`src/rtl/alu_arbiter.sv`:
```
// Round-robin arbiter sharing one ALU between two valid/ready requesters.
// Optional illegal-code check enabled by defining ALU_ARB_ILLEGAL_CHK_EN.
module alu_arbiter #(
  parameter int WIDTH = 64
) (
  input  logic             CLK,
  input  logic             Reset,
  input  logic             Req0Valid,
  output logic             Req0Ready,
  input  logic [3:0]       Req0Ctrl,
  input  logic [WIDTH-1:0] Req0A,
  input  logic [WIDTH-1:0] Req0B,
  input  logic             Req1Valid,
  output logic             Req1Ready,
  input  logic [3:0]       Req1Ctrl,
  input  logic [WIDTH-1:0] Req1A,
  input  logic [WIDTH-1:0] Req1B,
  output logic             Resp0Valid,
  input  logic             Resp0Ready,
  output logic [WIDTH-1:0] Resp0Data,
  output logic             Resp0Zero,
  output logic             Resp1Valid,
  input  logic             Resp1Ready,
  output logic [WIDTH-1:0] Resp1Data,
  output logic             Resp1Zero,
  output logic [3:0]       AluCtrl,
  output logic [WIDTH-1:0] AluA,
  output logic [WIDTH-1:0] AluB,
  input  logic [WIDTH-1:0] AluW,
  input  logic             AluZero,
  output logic             IllegalOp
);

  localparam logic [1:0] IDLE  = 2'd0;
  localparam logic [1:0] ISSUE = 2'd1;
  localparam logic [1:0] RESP  = 2'd2;

  logic [1:0]       state;
  logic             last_grant;
  logic             grant;
  logic             sel;
  logic             accept;
  logic             resp_hs;
  logic             illegal_req;
  logic [3:0]       req_ctrl;
  logic [WIDTH-1:0] req_a;
  logic [WIDTH-1:0] req_b;
  logic [WIDTH-1:0] resp_data;
  logic             resp_zero;

  always_comb begin
    // On a tie the requester that was not served last wins.
    sel         = (Req0Valid && Req1Valid) ? ~last_grant : Req1Valid;
    Req0Ready   = (state == IDLE) && !Reset && Req0Valid && !sel;
    Req1Ready   = (state == IDLE) && !Reset && Req1Valid && sel;
    accept      = Req0Ready || Req1Ready;
    req_ctrl    = sel ? Req1Ctrl : Req0Ctrl;
    req_a       = sel ? Req1A : Req0A;
    req_b       = sel ? Req1B : Req0B;
    Resp0Valid  = (state == RESP) && !grant;
    Resp1Valid  = (state == RESP) && grant;
    resp_hs     = (Resp0Valid && Resp0Ready) || (Resp1Valid && Resp1Ready);
`ifdef ALU_ARB_ILLEGAL_CHK_EN
    illegal_req = !(req_ctrl inside {4'b0000, 4'b0001, 4'b0010, 4'b0110, 4'b0111});
`else
    illegal_req = 1'b0;
`endif
  end

  // One result register feeds both response ports; only Valid is steered.
  assign Resp0Data = resp_data;
  assign Resp1Data = resp_data;
  assign Resp0Zero = resp_zero;
  assign Resp1Zero = resp_zero;

  always_ff @(posedge CLK) begin
    if (Reset) begin
      state      <= IDLE;
      last_grant <= 1'b1;
      grant      <= 1'b0;
      AluCtrl    <= '0;
      AluA       <= '0;
      AluB       <= '0;
      resp_data  <= '0;
      resp_zero  <= 1'b0;
    end else begin
      case (state)
        IDLE: begin
          if (accept) begin
            grant <= sel;
            if (illegal_req) begin
              resp_data <= '0;
              resp_zero <= 1'b1;
              state     <= RESP;
            end else begin
              AluCtrl <= req_ctrl;
              AluA    <= req_a;
              AluB    <= req_b;
              state   <= ISSUE;
            end
          end
        end
        ISSUE: begin
          resp_data <= AluW;
          resp_zero <= AluZero;
          state     <= RESP;
        end
        RESP: begin
          if (resp_hs) begin
            last_grant <= grant;
            state      <= IDLE;
          end
        end
        default: state <= IDLE;
      endcase
    end
  end

`ifdef ALU_ARB_ILLEGAL_CHK_EN
  logic illegal_seen;

  always_ff @(posedge CLK) begin
    if (Reset) begin
      illegal_seen <= 1'b0;
    end else if (accept && illegal_req) begin
      illegal_seen <= 1'b1;
    end
  end

  assign IllegalOp = illegal_seen;
`else
  assign IllegalOp = 1'b0;
`endif

endmodule

```
`config.mk`:
```
export PLATFORM = sky130hd
export DESIGN_NAME = alu_arbiter
export DESIGN_NICKNAME = d
export VERILOG_FILES = /design/src/rtl/alu_arbiter.sv
export SDC_FILE = /design/constraint.sdc
export NUM_CORES = 1
export LEC_CHECK = 0
export BUFFER_PORTS_ARGS = -buffer_cell sky130_fd_sc_hd__buf_2
export CAP_MARGIN = 20
export CORE_AREA = 2 2 237 239
export CTS_CLUSTER_DIAMETER = 120
export CTS_CLUSTER_SIZE = 12
export DETAILED_ROUTE_END_ITERATION = 16
export DIE_AREA = 0 0 239 241
export PLACE_DENSITY = 0.49
export SYNTH_ARGS = -nofsm -noshare
export SYNTH_HDL_FRONTEND = slang
export SYNTH_SLANG_ARGS = --single-unit
```
`constraint.sdc`:
```
create_clock -name CLK -period 2.1 [get_ports CLK]
set_input_delay 0.42 -clock CLK [delete_from_list [all_inputs] [get_ports CLK]]
set_output_delay 0.42 -clock CLK [all_outputs]
set_load 0.005 [all_outputs]
```
==> impl_metrics.py, run 1 <==
metrics = {
    "synthesis": {
        "synth-simple-area-share": 0.315,
        "synth-xor-area-share": 0,
        "synth_area_leaders": "dfxtp_1, nor4_1, a21oi_1, nor3_1, buf_4",
        "synth_compound_area_frac": 0.112,
        "synth.distinct_cells": 25,
        "syn_area_per_cell_um2": 7.92,
        "seq_area_frac_synth": 0.439,
        "synth_nets": 1492,
        "yosys.area.top_type": "dfxtp_1",
        "synth-adder-area-share": 0,
        "synth.area.mux_share": 0.00123,
        "synth_area_um2": 9170,
        "yosysWarnings": 0,
        "ys_seq_elements": 201,
        "yosysTopAreaCellShare": 0.439,
        "synth_edf_count": 0,
        "async_reset_ff_frac": 0,
        "netlist_instances": 1157,
        "synth_top_flop_cell": "dfxtp_1",
        "synth_top_family_by_area": "simple AND/OR/NAND/NOR gates",
    },
    "run_status": {
        "status": "completed",
    },
    "clocking": {
        "clk_pin_slew_ns": 0.06,
        "cts_buffer_depth": 3,
        "cts.hold.buffers_added": 0,
        "cts_num_sinks": 201,
        "clock-root-buffer": "clkbuf_16",
        "htreeDepth": 1,
        "tritoncts": "done",
        "cts_made_buffers": 20,
        "clk_latency_ns": 0.53,
    },
    "min_path": {
        "hold_class": "input pin to flop",
        "min_from": "AluW[25]",
        "min_to": "Resp0Data[25]",
        "worstHoldPathCells": 3,
    },
    "global_routing": {
        "grt_antenna_before_repair": 4,
        "grt_use_total": 0.137,
        "grt_max_degree": 95,
        "grt_pass1_wl_mm": 61.9,
        "grt_pass1_vias": 10400,
        "grt.overflow.total": 0,
    },
    "cells_and_area": {
        "num-nets-final": 1970,
        "num-fill-cells": 6104,
        "fin_area_um2": 13100,
        "area_growth_pct": 43.4,
        "final_cell_mix": "buf_2, nor4_1, a21oi_1",
        "drive_gt1_frac": 0.427,
        "final_common_cell": "buf_2",
        "finalNonFillerCells": 2340,
    },
    "routing": {
        "drc": 0,
        "viasPerCell": 4.59,
        "vias": 10700,
        "ant_nets": 0,
        "dr.pass1.iters": 5,
        "wirelength_mm": 42.6,
        "drt-initial-drc-count": 579,
        "post_drt_wl_per_cell_um": 18.2,
    },
    "timing": {
        "setup_violations": 0,
        "slew_headroom": 0.614,
        "maxSlewViolCount": 0,
        "rsz0062_at_grt": "yes",
        "max_slew.worst_pin.slew_ns": 0.578,
        "fin_tns_setup_ns": 0,
        "hold_ws_ns": 0.123,
        "hold_viol_final": 0,
        "fmax_ghz": 0.482,
        "fin_skew_ns": 0.0241,
        "fin_crit_sh": 0.987,
        "post-route-min-period_ns": 2.07,
    },
    "power_and_ir_drop": {
        "p_comb_frac": 0.250,
        "p_leak_nw": 5.85,
        "p_clk_frac": 0.319,
        "intPower_mw": 7.12,
        "p_switching_mw": 3.25,
        "p_seq_frac": 0.431,
        "max-vdd-ir-drop_v": 0.000523,
        "power_density_nw_per_um2": 789,
        "p_sw_frac": 0.314,
    },
    "setup_path": {
        "worstSetupPathType": "flop to primary output",
        "rrSetupSlack_ns": 0.30,
        "required_ns": 1.68,
        "r2r_cells": 6,
        "cp.buffers_inverters": 1,
        "arrival_ns": 1.65,
        "r2r-start": "state[1]",
        "endpoint_kind": "primary output",
        "reg2reg_to": "AluA[45]",
        "cp_top_family": "simple AND/OR/NAND/NOR gates",
        "cp_slowest_cell": "dfxtp_4",
        "crit_fanout": 4,
        "worstSetupStartpointType": "flop",
        "cp_slowest_stage_delay_ns": 0.34,
        "crit_chain": "or2_4 > nor3_4 > buf_2",
    },
    "die": {
        "die-area_um2": 57600,
        "rows": 86,
        "initial_core_util": 0.167,
        "ios": 602,
        "die_w_um": 239,
        "die_h_um": 241,
        "core-area_um2": 54900,
    },
    "placed_design": {
        "dp_cells": 2312,
        "place.port_buffers": 600,
        "place_area_um2": 12500,
        "hpwl_mm": 31.7,
        "place_congestion": 0.852,
    },
    "job": {
        "max-cap-violations": 0,
    },
}
## power by group through the flow
stage          combinational (mW)  sequential [mW]  clock [mW]
6_report                     2.59             4.47        3.31
4_1_cts                      2.64             4.47        3.45
3_5_place_dp                 2.58             4.55           0
2_1_floorplan                1.38             4.55           0
3_3_place_gp                 2.57             4.54           0
5_1_grt                      2.87             4.51        3.57
## registers in the layout, indices dropped and copies added, names as in the netlist
name and count:
AluA 64, AluB 64, Resp0Data 64, AluCtrl 4, state 2, Resp0Zero 1
grant 1, last_grant 1
## layout make-up
cell class	count	area [µm²]	area share
Clock buffer	21	526	0.0400
Sequential cell	201	4030	0.307
Tap cell	704	881	0.0670
Clock inverter	1	5.00	0.000381
Timing Repair Buffer	662	3700	0.282
Inverter	3	13.8	0.00105
Multi-Input combinational cell	747	3980	0.303
Antenna cell	1	2.50	0.000190
## layer usage
layer	part of all wire	wire, µm	GRT usage	up-vias
met5	0.00049	21	0	-
met4	0.030	1260	0.0498	4
met3	0.087	3710	0.0369	75
met2	0.48	20600	0.236	507
met1	0.40	17000	0.164	5021
li1	-	-	-	5126
## synthesized netlist by cell type, types with 3 or more instances
cell type	count
nor4_1	265
buf_6	13
buf_2	47
a21oi_1	199
o21ai_0	3
nor3_1	133
nor2b_1	3
buf_4	72
dfxtp_1	201
clkbuf_1	73
nand2_1	131
## timing repair
item,CTS,global route
endpoints found under the setup margin,2,2
buffers inserted,4,1
pin swaps,2,2
cloned,1,0
resized for setup,9,0
## cells by family (layout without fill, tap and decap cells)
kind of cell           after synthesis  in the layout
AOI/OAI and AO/OA                  204            204
buffers and inverters              209            687
DFF                                201            201
muxes                                1              1
other                                1              2
and+or+nand+nor                    541            541
## stage by stage
step / power, mW / utilization / worst slack, ns
finish: 10.4 / 0.240 / 0.0270
global route: 11.0 / 0.240 / -0.0815
CTS: 10.6 / 0.240 / -0.0993
detailed placement: 7.13 / 0.228 / -0.191
global placement: 7.10 / 0.228 / -0.248
floorplan: 5.93 / - / 0.432
## worst max-delay path by stage
stage | end | slack [ns] | cells past startpoint | start
floorplan | Req0Ready | 0.43 | 5 | state[1]
global placement | Req1Ready | -0.25 | 4 | state[1]
finish | Req1Ready | 0.03 | 3 | state[1]
detailed placement | Req1Ready | -0.19 | 4 | state[1]
CTS | Req1Ready | -0.1 | 4 | state[0]
global route | Req1Ready | -0.08 | 3 | state[1]
## worst min-delay path, delay by kind of cell
kind | cells | cell delay, ns
buffers and inverters | 1 | 0.09
and+or+nand+nor | 1 | 0.04
AOI/OAI and AO/OA | 1 | 0.05
Power figures use the tool's default switching activity.
==> run 2: changes to the inputs <==
--- a/config.mk
+++ b/config.mk
@@ -5,6 +5,7 @@
 export SDC_FILE = /design/constraint.sdc
 export NUM_CORES = 1
 export LEC_CHECK = 0
+export ABC_AREA = 1
 export BUFFER_PORTS_ARGS = -buffer_cell sky130_fd_sc_hd__buf_2
 export CAP_MARGIN = 20
 export CORE_AREA = 2 2 237 239
@@ -12,7 +13,7 @@
 export CTS_CLUSTER_SIZE = 12
 export DETAILED_ROUTE_END_ITERATION = 16
 export DIE_AREA = 0 0 239 241
-export PLACE_DENSITY = 0.49
+export PLACE_DENSITY = 0.51
 export SYNTH_ARGS = -nofsm -noshare
 export SYNTH_HDL_FRONTEND = slang
 export SYNTH_SLANG_ARGS = --single-unit
==> impl_metrics.py, run 2 <==
metrics = {
    "run_status": {
        "status": "completed",
    },
    "timing": {
        "fin_skew_ns": 0.00759,
        "max_slew.worst_pin.slew_ns": 0.739,
        "setup_violations": 0,
        "fin_crit_sh": 0.948,
        "maxSlewViolCount": 0,
        "slew_headroom": 0.508,
        "fmax_ghz": 0.502,
        "finalWorstSetupSlack_ns": 0.108,
        "post-route-min-period_ns": 1.99,
        "hold_viol_final": 0,
    },
    "min_path": {
        "min_to": "Resp0Data[50]",
        "worstHoldPathCells": 3,
        "hold_class": "input pin to flop",
        "min_from": "AluW[50]",
    },
    "die": {
        "core-area_um2": 54900,
        "rows": 86,
        "die-area_um2": 57600,
        "ios": 602,
        "initial_core_util": 0.186,
        "die_h_um": 241,
        "die_w_um": 239,
    },
    "setup_path": {
        "crit_chain": "nor2_2 > buf_4 > nand3_4 > nor2_4 > buf_2",
        "r2r-start": "state[1]",
        "crit_fanout": 6,
        "cp_slowest_stage_delay_ns": 0.37,
        "reg2reg_to": "AluB[35]",
        "worstSetupStartpointType": "flop",
        "required_ns": 1.68,
        "worstSetupPathType": "flop to primary output",
        "r2r_cells": 9,
        "endpoint_kind": "primary output",
        "cp_slowest_cell": "dfxtp_1",
        "rrSetupSlack_ns": 0.49,
        "arrival_ns": 1.57,
    },
    "synthesis": {
        "synth_top_flop_cell": "dfxtp_1",
        "synth_edf_count": 0,
        "yosysTopAreaCellShare": 0.395,
        "seq_area_frac_synth": 0.395,
        "async_reset_ff_frac": 0,
        "synth.distinct_cells": 18,
        "yosys.area.top_type": "dfxtp_1",
        "syn_area_per_cell_um2": 6.16,
        "yosysWarnings": 0,
        "ys_top_cells_by_count": "nand2_1, nor2_1, dfxtp_1, inv_1, nand3_1",
        "synth_area_leaders": "dfxtp_1, nand2_1, nor2_1, nand3_1, buf_4",
        "synth_nets": 1989,
        "ys_seq_elements": 201,
        "yosys.cell_count.top_type": "nand2_1",
        "netlist_instances": 1654,
        "synth_area_um2": 10200,
    },
    "cells_and_area": {
        "final_cell_mix": "buf_2, nand2_1, nor2_1",
        "drive_gt1_frac": 0.320,
        "final_common_cell": "buf_2",
        "num-fill-cells": 6281,
        "area_growth_pct": 39.1,
        "num-nets-final": 2495,
    },
    "routing": {
        "viasPerCell": 3.90,
        "vias": 11200,
        "dr.pass1.iters": 7,
        "post_drt_wl_per_cell_um": 13.9,
        "drc": 0,
        "wirelength_mm": 39.9,
        "drt-initial-drc-count": 468,
        "ant_nets": 0,
    },
    "placed_design": {
        "hpwl_mm": 30.4,
        "pre_cts_slack_ns": 0.0948,
        "place_congestion": 0.784,
        "place.port_buffers": 600,
    },
    "clocking": {
        "clk_pin_slew_ns": 0.06,
        "tritoncts": "done",
        "clk_latency_ns": 0.52,
        "cts.hold.buffers_added": 0,
        "cts_buffer_depth": 3,
        "cts_num_sinks": 201,
        "cts_made_buffers": 20,
        "clock-root-buffer": "clkbuf_16",
        "htreeDepth": 1,
    },
    "global_routing": {
        "grt_max_degree": 73,
        "grtUsageMet3": 0.0316,
        "grt_pass1_wl_mm": 57.2,
        "grt_pass1_vias": 9958,
        "grt_util_met2": 0.229,
        "use_met1": 0.148,
        "top_usage_layer": "met2",
        "grt_use_total": 0.128,
        "grt_antenna_before_repair": 7,
        "grt.overflow.total": 0,
    },
    "job": {
        "max-cap-violations": 0,
    },
    "power_and_ir_drop": {
        "max-vdd-ir-drop_v": 0.000423,
        "p_leak_nw": 8.33,
        "power_density_nw_per_um2": 735,
        "p_total_mw": 10.4,
    },
}
## run 2: changes by cell type after synthesis, sizes merged, moves of 34 or more
cell    previous run  this run
nor4             265         0
nor3             133         0
nor2               3       399
a21oi            199         3
nand3              0       136
inv                3       139
o21ai              3        66
nand2            131       535
clkbuf            73        39
## run 2: stage by stage
step	cell area [µm²]	hold WS [ns]	util	setup TNS, ns	instances
floorplan	10200	0.449	-	0	1654
global placement	13600	0.499	0.248	0	2838
detailed placement	13600	0.496	0.248	0	2838
CTS	14100	0.0810	0.257	-0.0184	2860
global route	14200	0.107	0.258	-0.00562	2865
finish	14200	0.125	0.258	0	2865
## run 2: power breakdown
group          total [mW]  switching, mW  internal (mW)  leakage (nW)
logic                2.64           1.49           1.15          6.41
clock network        3.29           1.53           1.76         0.263
registers            4.48          0.261           4.22          1.66
total                10.4           3.28           7.13          8.33
## run 2: metal layers
metal  part of all wire  routed length, µm
met1               0.41              16200
met2               0.48              19300
met3              0.078               3090
met4              0.028               1130
met5             0.0015                 60
## run 2: worst max-delay path by stage
| stage | slack [ns] | startpoint | end | depth (start not counted) |
|---|---|---|---|---|
| 6_report | 0.11 | state[1] | Req1Ready | 5 |
| 5_1_grt | -0.006 | state[1] | Req1Ready | 5 |
| 4_1_cts | -0.02 | state[1] | Req1Ready | 5 |
| 3_5_place_dp | 0.09 | Req1Valid | Req1Ready | 5 |
| 3_3_place_gp | 0.08 | Req1Valid | Req1Ready | 5 |
| 2_1_floorplan | 0.50 | Req1Valid | Req1Ready | 7 |
## run 2: final cells by class
type	count	area, µm²	area share
diodes	1	2.50	0.000177
clock buffers	21	526	0.0371
repair buffers	657	3610	0.255
well taps	704	881	0.0622
flip-flops and latches	201	4030	0.284
inverters	139	527	0.0372
multi-input cells	1141	4590	0.324
clock inverters	1	5.00	0.000353
## run 2: what timing repair did
| action | in CTS | in global routing |
|---|---|---|
| setup endpoints to repair | 2 | 2 |
| cloned | 0 | 0 |
| buffers inserted | 0 | 4 |
| pin swaps | 0 | 1 |
| resized for setup | 3 | 2 |
## run 2: kinds of logic after synthesis
| family | after synthesis | synth area share |
|---|---|---|
| AO/OA/AOI/OAI | 69 | 0.0339 |
| buffers and inverters | 312 | 0.158 |
| flip-flops | 201 | 0.395 |
| other | 1 | 0.000368 |
| AND/OR/NAND/NOR | 1071 | 0.413 |
## run 2: worst max-delay path: cells and delay by family (launching register included)
family	cells	cell delay [ns]
buffers and inverters	2	0.27
and+or+nand+nor	3	0.43
DFF	1	0.37
